==> src/rtl/add_sub_seq.sv <==
`default_nettype none
// ============================================================================
// Module      : add_sub_seq
// Description : Multi-cycle chunked adder/subtractor with valid/ready handshake
//               and Z/V/N flags under signed or unsigned semantics.
//               Optional output saturation on overflow: ADD_SUB_SEQ_SAT_EN.
// Revision    : 1.0 - initial release
// ============================================================================
module add_sub_seq #(
    parameter int WIDTH = 32,
    parameter int CHUNK = 8
) (
    input  logic             clk,
    input  logic             reset_n,
    input  logic             in_valid,
    output logic             in_ready,
    input  logic [WIDTH-1:0] a,
    input  logic [WIDTH-1:0] b,
    input  logic             sub,
    input  logic             sign,
    output logic             out_valid,
    input  logic             out_ready,
    output logic [WIDTH-1:0] s,
    output logic             z,
    output logic             v,
    output logic             n
);

    localparam int NCHUNK = WIDTH / CHUNK;
    localparam int CW     = (NCHUNK > 1) ? $clog2(NCHUNK) : 1;
    localparam logic [CW-1:0] c_last_cnt = CW'(NCHUNK - 1);

    generate
        if ((WIDTH % CHUNK) != 0 || WIDTH < 2) begin : g_bad_cfg
            $error("add_sub_seq: WIDTH must be >= 2 and a multiple of CHUNK");
        end
    endgenerate

    typedef enum logic [1:0] {
        IDLE = 2'd0,
        RUN  = 2'd1,
        DONE = 2'd2
    } state_t;

    state_t           r_state;
    logic [WIDTH-1:0] r_a;
    logic [WIDTH-1:0] r_b;
    logic [WIDTH-1:0] r_s;
    logic [CW-1:0]    r_cnt;
    logic             r_carry;
    logic             r_sub;
    logic             r_sign;
    logic             r_amsb;
    logic             r_bmsb;
    logic             r_z;
    logic             r_v;
    logic             r_n;
    logic             r_out_valid;
    logic             r_in_ready;

    logic [CHUNK:0]   w_sum;
    logic [WIDTH-1:0] w_s_next;
    logic [WIDTH-1:0] w_s_out;
    logic             w_cout;
    logic             w_smsb;
    logic             w_z;
    logic             w_v;
    logic             w_n;

    // Operand registers shift right so the active chunk is always the low CHUNK bits.
    assign w_sum  = {1'b0, r_a[CHUNK-1:0]} + {1'b0, r_b[CHUNK-1:0]} + {{CHUNK{1'b0}}, r_carry};
    assign w_cout = w_sum[CHUNK];

    generate
        if (NCHUNK == 1) begin : g_single
            assign w_s_next = w_sum[CHUNK-1:0];
        end else begin : g_multi
            assign w_s_next = {w_sum[CHUNK-1:0], r_s[WIDTH-1:CHUNK]};
        end
    endgenerate

    assign w_smsb = w_s_next[WIDTH-1];
    assign w_z    = (w_s_next == '0);

    always_comb begin
        w_v = 1'b0;
        w_n = 1'b0;
        if (r_sign) begin
            w_v = (r_amsb == r_bmsb) && (w_smsb != r_amsb);
            w_n = w_smsb ^ w_v;
        end else if (r_sub) begin
            w_v = ~w_cout;
            w_n = ~w_cout;
        end else begin
            w_v = w_cout;
            w_n = 1'b0;
        end
    end

    always_comb begin
        w_s_out = w_s_next;
`ifdef ADD_SUB_SEQ_SAT_EN
        if (w_v) begin
            if (r_sign)
                w_s_out = w_n ? {1'b1, {(WIDTH-1){1'b0}}} : {1'b0, {(WIDTH-1){1'b1}}};
            else if (r_sub)
                w_s_out = '0;
            else
                w_s_out = '1;
        end
`endif
    end

    always_ff @(posedge clk) begin
        if (!reset_n) begin
            r_state     <= IDLE;
            r_a         <= '0;
            r_b         <= '0;
            r_s         <= '0;
            r_cnt       <= '0;
            r_carry     <= 1'b0;
            r_sub       <= 1'b0;
            r_sign      <= 1'b0;
            r_amsb      <= 1'b0;
            r_bmsb      <= 1'b0;
            r_z         <= 1'b0;
            r_v         <= 1'b0;
            r_n         <= 1'b0;
            r_out_valid <= 1'b0;
            r_in_ready  <= 1'b0;
        end else begin
            case (r_state)
                IDLE: begin
                    r_in_ready <= 1'b1;
                    if (in_valid && r_in_ready) begin
                        r_a        <= a;
                        r_b        <= sub ? ~b : b;
                        r_sub      <= sub;
                        r_sign     <= sign;
                        r_amsb     <= a[WIDTH-1];
                        r_bmsb     <= sub ? ~b[WIDTH-1] : b[WIDTH-1];
                        r_carry    <= sub;
                        r_cnt      <= '0;
                        r_in_ready <= 1'b0;
                        r_state    <= RUN;
                    end
                end
                RUN: begin
                    r_a     <= r_a >> CHUNK;
                    r_b     <= r_b >> CHUNK;
                    r_s     <= w_s_next;
                    r_carry <= w_cout;
                    r_cnt   <= r_cnt + 1'b1;
                    if (r_cnt == c_last_cnt) begin
                        r_s         <= w_s_out;
                        r_z         <= w_z;
                        r_v         <= w_v;
                        r_n         <= w_n;
                        r_out_valid <= 1'b1;
                        r_state     <= DONE;
                    end
                end
                DONE: begin
                    if (out_ready) begin
                        r_out_valid <= 1'b0;
                        r_in_ready  <= 1'b1;
                        r_state     <= IDLE;
                    end
                end
                default: begin
                    r_state <= IDLE;
                end
            endcase
        end
    end

    assign in_ready  = r_in_ready;
    assign out_valid = r_out_valid;
    assign s         = r_s;
    assign z         = r_z;
    assign v         = r_v;
    assign n         = r_n;

endmodule
`default_nettype wire
==> config.mk <==
export PLATFORM = sky130hd
export DESIGN_NAME = add_sub_seq
export DESIGN_NICKNAME = d
export VERILOG_FILES = /design/src/rtl/add_sub_seq.sv
export SDC_FILE = /design/constraint.sdc
export NUM_CORES = 1
export LEC_CHECK = 0
export CORE_ASPECT_RATIO = 0.5
export CORE_UTILIZATION = 41
export CTS_BUF_LIST = sky130_fd_sc_hd__clkbuf_4
export DETAILED_ROUTE_END_ITERATION = 10
export PLACE_DENSITY_LB_ADDON = 0.1
export REMOVE_ABC_BUFFERS = 1
export SETUP_SLACK_MARGIN = 0.5
export SKIP_CTS_REPAIR_TIMING = 1
export SLEW_MARGIN = 20
export SYNTH_ARGS = -nofsm -noshare
export SYNTH_HDL_FRONTEND = slang
export SYNTH_SLANG_ARGS = --single-unit
==> constraint.sdc <==
create_clock -name clk -period 5 [get_ports clk]
set_input_delay 0.75 -clock clk [delete_from_list [all_inputs] [get_ports clk]]
set_output_delay 0.75 -clock clk [all_outputs]
set_load 0.01 [all_outputs]
==> flow_summary.ini <==
[logic_synthesis]
netlist_area_sq_um = 5080
synth_warnings = 0
synth_edf_count = 0
avgSynthCellArea_sq_um = 8.08
netlist_instances = 629
synth-seq-cells = 110
ys_seq_area_share_pct = 43.3
synth_ff_type = dfxtp_1
async_flop_share_pct = 0
synth_cell_types = 55

[clocking]
cts_max_level = 3
clock_sinks = 110
clkTransAtPathRegs_ps = 170
cts_tree = yes
cts_made_buffers = 9
insertion_delay_ps = 460
root_buffer = clkbuf_4
cts_buffer_depth = 2

[placed_design]
dp_hpwl_um = 7830
dpl_cell_area_sq_um = 6160
dpl_worst_slack_ps = 2100
io_buffers = 106
gp_congestion = 0.793

[route]
drc = 0
first_pass_iters = 5
vias = 4498
wire_per_inst_um = 13.8
via_per_inst = 5.18
detail-route-antenna-nets = 0
dr.first_iter.drc_count = 276
wirelength_um = 12000

[floorplanning]
rows = 28
die_x_um = 159
start_util_pct = 42.5
core_area_sq_um = 11900
die_y_um = 80.7
num_io_pins = 107
dieArea_sq_um = 12900

[timing]
setup_viol = 0
finalMaxSlewViolations = 0
rsz0062_at_grt = no
skew_ps = 27.4
fin_crit_ps = 2850
slew_headroom_pct = 30.5
tightestPinTransition_ps = 1040
layout_setup_ws_ps = 2150
period_share_pct = 56.9
fmax_ghz = 0.351
finalHoldViolations = 0
totalNegativeSetupSlack_ps = 0

[global_routing]
grt_pass1_wl_um = 19700
grt_usage_pct = 19.0
gr-total-overflow = 0
antenna_found_initial = 1
grt_max_degree = 100
grt_pass1_vias = 4055

[cells_and_area]
final_common_cell = nand2_1
most-common-layout-cells = nand2_1 (160), dfxtp_1 (110), clkdlybuf4s50_1 (105)
nNetsFinal = 778
syn2layout_area_growth_pct = 23.7
drive_gt1_share_pct = 5.27
final_cell_area_sq_um = 6290

[critical_path]
rr_startpoint = r_a[0]
crit_start = r_a[0]
regToRegSetupSlack_ps = 2150
ff2ff_path_depth = 10
arrival_ps = 3240
critPathMaxFanout = 3
worstPathRequired_ps = 5400
rr_endpoint = v
start_kind = register
end_kind = register
endpoint = v
critical_path_class = register to register

[power]
max-vdd-ir-drop_v = 0.000124
powerDensity_nw_per_um2 = 265
p_leak_nw = 2.19

[min_path]
hp-class = register to register

[run]
drv_cap = 0

[run_status]
status = finished, final reports clean
[worst min path at each step]
| stage | startpoint | to | slack, ps | cells after the start |
|---|---|---|---|---|
| after global placement | s[4] | s[4] | 440 | 2 |
| after floorplan | r_a[31] | r_a[31] | 440 | 2 |
| after global routing | r_b[8] | r_b[8] | 480 | 2 |
| final | s[6] | s[6] | 470 | 2 |
| after CTS | r_b[23] | r_b[23] | 470 | 2 |
| after detailed placement | r_b[13] | r_b[13] | 450 | 2 |
[area by class of cell]
cell class	instances	area, sq um
multi-input combinational	463	2670
inverter	4	16.3
timing repair buffer	109	1080
clock buffer	9	67.6
antenna	1	2.50
clock inverter	7	47.5
fill	1215	5660
tap	165	206
sequential	110	2200
[through the flow]
stage | cells | power, W | util (%) | hold WS (ps)
after global routing | 868 | 0.00176 | 52.6 | 484
after detailed placement | 851 | 0.00129 | 51.6 | 448
final | 868 | 0.00167 | 52.6 | 465
after floorplan | 577 | 0.00115 | - | 437
after CTS | 867 | 0.00168 | 52.6 | 468
after global placement | 851 | 0.00128 | 51.6 | 444
[per-layer routing]
| layer | GRT usage, % | vias up | part of all wire, % |
|---|---|---|---|
| met4 | 3.56 | 0 | 0.44 |
| met1 | 27.1 | 2052 | 53 |
| met5 | 0 | - | 0 |
| met3 | 4.75 | 5 | 5.8 |
| li1 | - | 2329 | - |
| met2 | 29.1 | 112 | 41 |
[synth_stat cells, types with 2 or more instances]
master / n / share of area (%)
nand2_1: 160 / 12
dfxtp_1: 110 / 43
a21oi_1: 83 / 8.2
xor2_1: 34 / 5.9
nor2_1: 31 / 2.3
clkbuf_1: 27 / 2.0
a22oi_1: 24 / 3.5
a311oi_1: 24 / 4.1
buf_2: 22 / 2.2
nand3_1: 21 / 2.1
ha_1: 9 / 2.2
nor4_1: 8 / 0.99
nor3_1: 7 / 0.69
o21ai_0: 6 / 0.59
a211oi_1: 3 / 0.44
inv_1: 3 / 0.22
nand4_1: 3 / 0.37
nor3b_1: 3 / 0.44
o21a_1: 3 / 0.44
o31ai_1: 3 / 0.44
or3_1: 3 / 0.37
a2111oi_0: 2 / 0.34
a211o_1: 2 / 0.34
a21o_1: 2 / 0.30
a31oi_1: 2 / 0.25
and2_1: 2 / 0.25
fa_1: 2 / 0.79
nand2b_1: 2 / 0.25
nor2b_1: 2 / 0.25
[report_power, final]
| part | internal (W) | total, W | switching (W) |
|---|---|---|---|
| clock network | 0.000104 | 0.000397 | 0.000293 |
| registers | 0.000923 | 0.000955 | 0.0000321 |
| logic | 0.000139 | 0.000313 | 0.000173 |
[cells by family after synthesis]
group / after synthesis / synth area share, %
AOI/OAI and AO/OA: 165 / 21.3
xor gates and xnor gates: 35 / 6.03
adders and majority gates: 11 / 3.00
buffers and inverters: 56 / 4.90
DFF: 110 / 43.3
muxes: 1 / 0.222
and+or+nand+nor: 251 / 21.3
[critical path: stages, from the launching register on]
cell and delay (ps):
dfxtp_1 350, fa_1 510, fa_1 450, a211o_1 290
a211o_1 280, a21oi_1 140, o21ba_2 160, ha_1 230
nor4_1 250, a31oi_1 60, o21ai_0 70
[flip-flops by register name, summed over array words and instances, names as in the netlist, 2 cells and up]
register	cells
r_a	32
r_b	32
s	32
r_cnt	2
r_state	2
No activity file was read; power rests on OpenSTA's default activity.
